==> config.mk <==
export PLATFORM = sky130hd
export DESIGN_NAME = ov7670_config_seq_flat
export DESIGN_NICKNAME = d
export VERILOG_FILES = /design/src/rtl/ov7670_config_seq_pkg.sv /design/src/rtl/ov7670_config_seq_if.sv /design/src/rtl/ov7670_reg_rom.sv /design/src/rtl/ov7670_config_seq.sv /design/src/flat_wrapper.sv
export SDC_FILE = /design/constraint.sdc
export NUM_CORES = 1
export LEC_CHECK = 0
export BUFFER_PORTS_ARGS = -buffer_cell sky130_fd_sc_hd__buf_2
export CAP_MARGIN = 5
export CELL_PAD_IN_SITES_DETAIL_PLACEMENT = 2
export CELL_PAD_IN_SITES_GLOBAL_PLACEMENT = 2
export CORE_AREA = 4 4 96 98
export CTS_BUF_LIST = sky130_fd_sc_hd__clkbuf_4 sky130_fd_sc_hd__clkbuf_8 sky130_fd_sc_hd__clkbuf_16
export DETAILED_ROUTE_END_ITERATION = 8
export DIE_AREA = 0 0 100 102
export PLACE_DENSITY_LB_ADDON = 0.1
export RECOVER_POWER = 100
export SLEW_MARGIN = 5
export SYNTH_ARGS = -nofsm -noshare
export SYNTH_HDL_FRONTEND = slang
export SYNTH_SLANG_ARGS = --single-unit
==> constraint.sdc <==
create_clock -name clk -period 2.06 [get_ports clk]
set_input_delay 0.103 -clock clk [delete_from_list [all_inputs] [get_ports clk]]
set_output_delay 0.103 -clock clk [all_outputs]
set_load 0.005 [all_outputs]
==> src/rtl/ov7670_config_seq_pkg.sv <==
// ov7670_pkg: shared constants, table markers and sequencer state encodings.
package ov7670_pkg;
  localparam logic [7:0]  CAM_ID_WR   = 8'h42;
  localparam logic [15:0] ENTRY_END   = 16'hFFFF;
  localparam logic [15:0] ENTRY_DELAY = 16'hFFF0;
  typedef logic [2:0] state_t;
  localparam state_t PWRUP = 3'd0;
  localparam state_t FETCH = 3'd1;
  localparam state_t CHECK = 3'd2;
  localparam state_t SEND  = 3'd3;
  localparam state_t DELAY = 3'd4;
  localparam state_t DONE  = 3'd5;
endpackage

==> src/rtl/ov7670_config_seq_if.sv <==
// ov7670_config_seq_if: request/accept link between the sequencer and the SCCB sender.
interface ov7670_config_seq_if;
  logic       send;
  logic [7:0] id;
  logic [7:0] reg_addr;
  logic [7:0] value;
  logic       taken;
  modport master (output send, id, reg_addr, value, input taken);
  modport slave  (input send, id, reg_addr, value, output taken);
endinterface

==> src/rtl/ov7670_reg_rom.sv <==
// ov7670_reg_rom: combinational {reg_addr, value} table; anything past the list reads the end marker.
module ov7670_reg_rom
  import ov7670_pkg::*;
#(
  parameter int IDX_W = 8
) (
  input  logic [IDX_W-1:0] addr,
  output logic [15:0]      dout
);
  always_comb begin
    case (addr)
      IDX_W'(0): dout = 16'h1280;
      IDX_W'(1): dout = ENTRY_DELAY;
      IDX_W'(2): dout = 16'h1204;
      IDX_W'(3): dout = 16'h40D0;
      IDX_W'(4): dout = ENTRY_END;
      default:   dout = ENTRY_END;
    endcase
  end
endmodule

==> src/rtl/ov7670_config_seq.sv <==
// ov7670_config_seq: walks the register table after power-up and hands each entry to the SCCB sender.
module ov7670_config_seq
  import ov7670_pkg::*;
#(
  parameter logic [7:0] CAM_ID    = CAM_ID_WR,
  parameter int         PWRUP_CYC = 1_250_000,
  parameter int         DELAY_CYC = 250_000,
  parameter int         IDX_W     = 8
) (
  input  logic clk,
  input  logic rst,
  input  logic resend,
  output logic config_done,
  ov7670_config_seq_if.master bus
);
  localparam int CNT_W = $clog2(PWRUP_CYC > DELAY_CYC ? PWRUP_CYC : DELAY_CYC) + 1;
  localparam logic [CNT_W-1:0] PWR_LOAD = CNT_W'(PWRUP_CYC - 1);
  localparam logic [CNT_W-1:0] DLY_LOAD = CNT_W'(DELAY_CYC - 1);
  state_t           state_q, state_d;
  logic [IDX_W-1:0] idx_q, idx_d;
  logic [CNT_W-1:0] cnt_q, cnt_d;
  logic [15:0]      entry_q, entry_d, rom_dout;
  logic             send_q, send_d, done_q, done_d;
  logic [7:0]       addr_q, addr_d, val_q, val_d;
  ov7670_reg_rom #(.IDX_W(IDX_W)) u_rom (.addr(idx_q), .dout(rom_dout));
  always_comb begin
    state_d = state_q;
    idx_d   = idx_q;
    cnt_d   = cnt_q;
    entry_d = entry_q;
    send_d  = send_q;
    addr_d  = addr_q;
    val_d   = val_q;
    done_d  = done_q;
    case (state_q)
      PWRUP: begin
        cnt_d   = cnt_q == '0 ? cnt_q : cnt_q - 1'b1;
        state_d = cnt_q == '0 ? FETCH : PWRUP;
      end
      FETCH: begin
        entry_d = rom_dout;
        state_d = CHECK;
      end
      CHECK: begin
        if (entry_q == ENTRY_END) begin
          done_d  = 1'b1;
          state_d = DONE;
        end else if (entry_q == ENTRY_DELAY) begin
          cnt_d   = DLY_LOAD;
          state_d = DELAY;
        end else begin
          addr_d  = entry_q[15:8];
          val_d   = entry_q[7:0];
          send_d  = 1'b1;
          state_d = SEND;
        end
      end
      SEND: begin
        if (bus.taken) begin
          send_d  = 1'b0;
          idx_d   = idx_q + 1'b1;
          state_d = FETCH;
        end
      end
      DELAY: begin
        if (cnt_q == '0) begin
          idx_d   = idx_q + 1'b1;
          state_d = FETCH;
        end else begin
          cnt_d = cnt_q - 1'b1;
        end
      end
      DONE: begin
        if (resend) begin
          idx_d   = '0;
          done_d  = 1'b0;
          state_d = FETCH;
        end
      end
      default: state_d = PWRUP;
    endcase
  end
  always_ff @(posedge clk) begin
    if (rst) begin
      state_q <= PWRUP;
      idx_q   <= '0;
      cnt_q   <= PWR_LOAD;
      entry_q <= '0;
      send_q  <= 1'b0;
      addr_q  <= '0;
      val_q   <= '0;
      done_q  <= 1'b0;
    end else begin
      state_q <= state_d;
      idx_q   <= idx_d;
      cnt_q   <= cnt_d;
      entry_q <= entry_d;
      send_q  <= send_d;
      addr_q  <= addr_d;
      val_q   <= val_d;
      done_q  <= done_d;
    end
  end
  assign bus.send     = send_q;
  assign bus.id       = CAM_ID;
  assign bus.reg_addr = addr_q;
  assign bus.value    = val_q;
  assign config_done  = done_q;
endmodule

==> src/flat_wrapper.sv <==
// flat-port wrapper written by rule: the top's interface ports become plain ports
module ov7670_config_seq_flat import ov7670_pkg::*;
#(
  parameter logic [7:0] CAM_ID    = CAM_ID_WR,
  parameter int         PWRUP_CYC = 1_250_000,
  parameter int         DELAY_CYC = 250_000,
  parameter int         IDX_W     = 8
)
  (clk, rst, resend, config_done, bus_send, bus_id, bus_reg_addr, bus_value, bus_taken);
  ov7670_config_seq_if bus_i ();
  input  logic clk;
  input  logic rst;
  input  logic resend;
  output logic config_done;
  output wire logic [$bits(bus_i.send)-1:0] bus_send;
  output wire logic [$bits(bus_i.id)-1:0] bus_id;
  output wire logic [$bits(bus_i.reg_addr)-1:0] bus_reg_addr;
  output wire logic [$bits(bus_i.value)-1:0] bus_value;
  input wire logic [$bits(bus_i.taken)-1:0] bus_taken;
  assign bus_send = bus_i.send;
  assign bus_id = bus_i.id;
  assign bus_reg_addr = bus_i.reg_addr;
  assign bus_value = bus_i.value;
  assign bus_i.taken = bus_taken;
  ov7670_config_seq #(.CAM_ID(CAM_ID), .PWRUP_CYC(PWRUP_CYC), .DELAY_CYC(DELAY_CYC), .IDX_W(IDX_W)) u_core (.clk(clk), .rst(rst), .resend(resend), .config_done(config_done), .bus(bus_i));
endmodule
# After elaboration in Yosys (flattened, before gate mapping)
# Cells that the tools add are included.
dict set report classes {
  add_sub_neg 2
  n_eq_ne 18
  muxes 23
  bitwise_logic 2
  reduce_logical 14
}
# operator n
set op_table {}
lappend op_table {{22-bit two-way mux} 3}
lappend op_table {{16-bit one-hot mux with 4 select lines} 1}
lappend op_table {{22-bit one-hot mux with 2 select lines} 1}
lappend op_table {{16-bit == test (second input constant)} 2}
lappend op_table {{8-bit two-way mux} 3}
lappend op_table {{8-bit one-hot mux with 3 select lines} 1}
lappend op_table {{22-bit logical NOT} 1}
lappend op_table {{22-bit by 1-bit subtractor with 22-bit output (second input constant)} 1}
lappend op_table {{3-bit one-hot mux with 6 select lines} 1}
lappend op_table {{8-bit by 2-bit == test with 1-bit output (second input constant)} 2}
lappend op_table {{3-bit two-way mux} 5}
lappend op_table {{4-bit AND reduction} 3}
lappend op_table {{2-bit inequality test (second input constant)} 5}
lappend op_table {{3-bit AND reduction} 3}
lappend op_table {{8-bit by 1-bit adder with 8-bit output (second input constant)} 1}
lappend op_table {{8-bit by 1-bit == test with 1-bit output (second input constant)} 1}
lappend op_table {{8-bit logical NOT} 1}
lappend op_table {{3-bit by 2-bit == test with 1-bit output (second input constant)} 2}
lappend op_table {{3-bit == test (second input constant)} 2}
lappend op_table {{1-bit two-way mux} 6}
lappend op_table {{2-bit by 1-bit inequality test with 1-bit output (second input constant)} 3}
lappend op_table {{2-bit nonzero test} 3}
lappend op_table {{1-bit one-hot mux with 2 select lines} 2}
lappend op_table {{3-bit by 1-bit == test with 1-bit output (second input constant)} 1}
lappend op_table {{4 further kinds} 5}
dict set report totals {
  register_bits 67
  inputBits 4
  out_inout_bits 26
  elab_cells 67
}

# Logic depth before layout (Yosys ltp)
dict set report logic_depth {
  depth_word 4
  mapped_depth 8
  mapped_depth_nobuf 7
}

# Hierarchy
# A second synthesis with hierarchy kept.
dict set report unflattened {
  cells_unflattened 370
  area_unflattened_um2 3124.2
}
# module n_inst cells_each area_per_inst_um2
set by_module_without_submodules {}
lappend by_module_without_submodules {ov7670_config_seq 1 350 2975.4}
lappend by_module_without_submodules {ov7670_reg_rom 1 20 148.9}

# Least setup slack after synthesis
# OpenSTA, ideal clock, no wires.
dict set report synth_path {
  kind {reg-to-reg}
  startpoint {register u_core.cnt_q[0]}
  endpoint {register u_core.idx_q[7]}
  setup_ps 70
  t_arrival_ps 2147
  required_ps 1990
  setup_slack_ps -157
  path_stages_with_launch 8
  synth_period_minus_slack_ps 2217
  path_cell_list {dfxtp_1 > inv_1 > ha_1 > or3b_2 > or3_1 > o21a_1 > or4_1 > a21oi_1}
}
dict set report synth_via {
  elab_chain_cells 3
}
# element line_no
set synth_lines {}
lappend synth_lines {{start: declaration} ov7670_config_seq.sv:21} ;# logic [CNT_W-1:0] cnt_q, cnt_d;
lappend synth_lines {{start signal: assignment} ov7670_config_seq.sv:96} ;# cnt_q <= cnt_d;
lappend synth_lines {{22-bit logical NOT} ov7670_config_seq.sv:66} ;# if (cnt_q == '0) begin
lappend synth_lines {{2-bit by 1-bit inequality test with 1-bit output (no line)} -}
lappend synth_lines {{4-bit AND reduction (no line)} -}
lappend synth_lines {{end signal: assignment} ov7670_config_seq.sv:95} ;# idx_q <= idx_d;
lappend synth_lines {{end: declaration} ov7670_config_seq.sv:20} ;# logic [IDX_W-1:0] idx_q, idx_d;
# No other way between the ends.
# A chain may end at the register's enable or synchronous reset.

# Final worst setup path
dict set report layout_path {
  startpoint {register u_core.cnt_q[0]}
  endpoint {register u_core.idx_q[6]}
}
# Same word-level chain as after synthesis.

==> metrics <==
die area 10200 sq um; Power, Total 1.77 mW; Die Ht 102 microns; 1st-iter DRT viols 56; Post-Synthesis Cells 319; Yosys top cell by area dfxtp_1; root buf cell clkbuf_8; Least-Margin Pin Slew 0.852 ns; first-pass GRT wire length 14200 microns; Critical Path AT 2.49 ns; # fillers 969; Compound-Gate Fraction of Synth Area 17.1%; Core Box Area 8470 sq um; Crit path required time 2.30 ns; critical path's slowest cell or3_4; Clk pin slew, worst setup/hold paths 0.10 ns; CP peak stage delay 0.41 ns; largest family of logic cells by synthesized area simple AND/OR/NAND/NOR gates; cells along the critical path inv_2 > ha_4 > or3b_4 > or3_4 > o21a_4 > buf_6 > or3_4 > a21oi_2; Setup crit start kind flop; synth cell count leaders dfxtp_1, a21oi_1, nand2_1; PnR worst setup slack -0.183 ns; initial antenna violation count 0; peak supply drop 0.233 mV; Total Wirelength 9640 microns; critical path's top delay family simple AND/OR/NAND/NOR gates; Final Non-Filler Cells 505; CP Depth 8; FF-to-FF path depth 8; dpl hpwl 6120 microns; Die W 100 microns; IO buf count 21; grt ovf 0; max-cap viol count 0; top cell type's share of synthesized area 36.7%; worst-path fanout max 6; Setup violations, final 22; vias post-DR 2669; Nets 406; Inst Count DP 478; status complete, but fails checks; relative slew slack 42.9%; layout cells sized above 1 37.8%; Hold Path Class primary input to flop; Area after DPL 3070 sq um; initial core utilization 30.3%; violated checks setup timing; H-tree lvl count 2; number of flops mapped to enable cells by yosys 0; Final Hold Viols 0; Power Density 489 nW/um^2; simple-gate share of the synthesized area 30.4%; most frequent CP cell or3_4; period utilization 109%; Leak 1.34 nW; CTS Sinks 47; DRC Markers 0; Area growth syn-to-layout 41.0%; Yosys reg bits 47; # IOs 30; CTS Buffer Depth 2; GP Congestion 0.778; dpl ws -0.242 ns; final instance area 3620 sq um; Synth Area in Adders 2.93%; Mapped Area 2570 sq um; WP buf/inv 2; Synth Area in XOR/XNOR 1.37%; antenna-violating nets left 0; hold path cells 4; GRT Overall Usage 17.6%; vias in the first global route 2699; Yosys cell types 47; synth warn 0; TritonCTS Buffers 5; post-DR wirelength/cell 19.1 microns; ys flop type dfxtp_1; Clock Latency Late Sink 0.31 ns; Tmin final 2.24 ns; mux cell area share after synthesis 2.34%; Critical Path End Type flop; num rows 34; Synth async-reset ratio 0%; Worst Skew 0.0113 ns; largest net degree at the start of global routing 23; Avg Cell Area, Syn 8.04 sq um; Synth area leaders dfxtp_1, a21oi_1, buf_4; diode count 0; post-synthesis sequential area ratio 36.7%; unrepaired setup endpoints after global routing yes; Slew Limit Fails 0; Achievable Freq 0.446 GHz; Critical Setup Path Class flop to flop; Pre-antenna DRT Iters 4; vias per cell 5.29; CTS tree done; cell with the most instances after synthesis dfxtp_1
-- kinds of logic (layout without fill, tap and decap cells) --
family,count (synthesis),after routing
compound gates,73,74
xor+xnor,4,4
fa+ha+maj,6,6
buf+inv,41,112
flops,47,47
mux,6,6
other cells,2,8
simple gates,140,140
-- layout make-up --
type / instances / area, sq um / area share, %
timing repair buffer: 93 / 667 / 18.4
inverter: 11 / 41.3 / 1.14
sequential: 47 / 947 / 26.2
tap: 108 / 135 / 3.74
clock buffer: 5 / 68.8 / 1.90
clock inverter: 3 / 43.8 / 1.21
multi-input combinational: 238 / 1710 / 47.4
-- worst reg2reg max path: stages (launching register included) --
cell and delay (ns):
dfxtp_2 0.34, inv_2 0.08, ha_4 0.12, or3b_4 0.37, or3_4 0.41, o21a_4 0.24
buf_6 0.12, or3_4 0.36, a21oi_2 0.14
-- power breakdown --
group / internal [mW] / switching (mW) / total [mW]
Combinational: 0.0540 / 0.0672 / 0.121
Sequential: 0.917 / 0.00714 / 0.924
Clock: 0.363 / 0.361 / 0.724
Total: 1.33 / 0.436 / 1.77
-- per-stage QoR --
step	utilization, %	setup TNS, ns	hold slack, ns
finish	42.7	-1.58	0.132
global route	42.7	-3.73	0.133
CTS	40.0	-1.14	0.116
detailed placement	36.2	-1.55	0.457
global placement	36.2	-0.736	0.439
floorplan	-	-0.0142	0.256
-- sequential cells by signal, summed over array words and instances, names as in the netlist --
signal,cells
u_core.config_done,1
u_core.idx_q,8
u_core.entry_q,6
u_core.bus.reg_addr,1
u_core.bus.send,1
u_core.state_q,3
u_core.bus.value,5
u_core.cnt_q,22
-- path summary, 6_finish.rpt --
kind / start / slack, ns / end
setup / recovery: u_core.cnt_q[0] / -0.18 / u_core.idx_q[6]
setup reg to reg: u_core.cnt_q[0] / -0.18 / u_core.idx_q[6]
hold reg to reg: u_core.config_done / 0.47 / u_core.config_done
hold / removal: resend / 0.13 / u_core.state_q[2]
-- layout by cell type (no fill, tap or decap), types with 5 or more instances in the layout --
cell type	synthesis	final
a21oi_1	27	19
a21oi_2	0	8
buf_2	1	10
buf_4	18	62
clkbuf_1	9	13
clkbuf_8	0	5
conb_1	2	8
dfxtp_1	47	42
dfxtp_2	0	5
inv_1	11	9
mux2i_1	6	6
nand2_1	27	26
nand2b_1	5	5
nand3_1	14	10
nor2_1	26	24
nor3_1	11	9
o21ai_0	18	16
or3_1	10	6
or3_4	0	7
or4_4	2	5
-- metal layers --
layer,vias up,global-route usage (%),wire (microns)
li1,1277,-,-
met1,1340,22.3,4340
met2,46,32.0,4910
met3,6,2.73,309
met4,0,3.42,83
met5,-,0,0
-- timing repair --
action                     in CTS  in global routing
gates cloned                    1                  1
pin swaps                      10                 17
setup endpoints to repair      18                 31
hold buffers                    0                  0
buffers inserted               11                  9
resized for setup              24                 45
(Power assumes the default switching activity.)
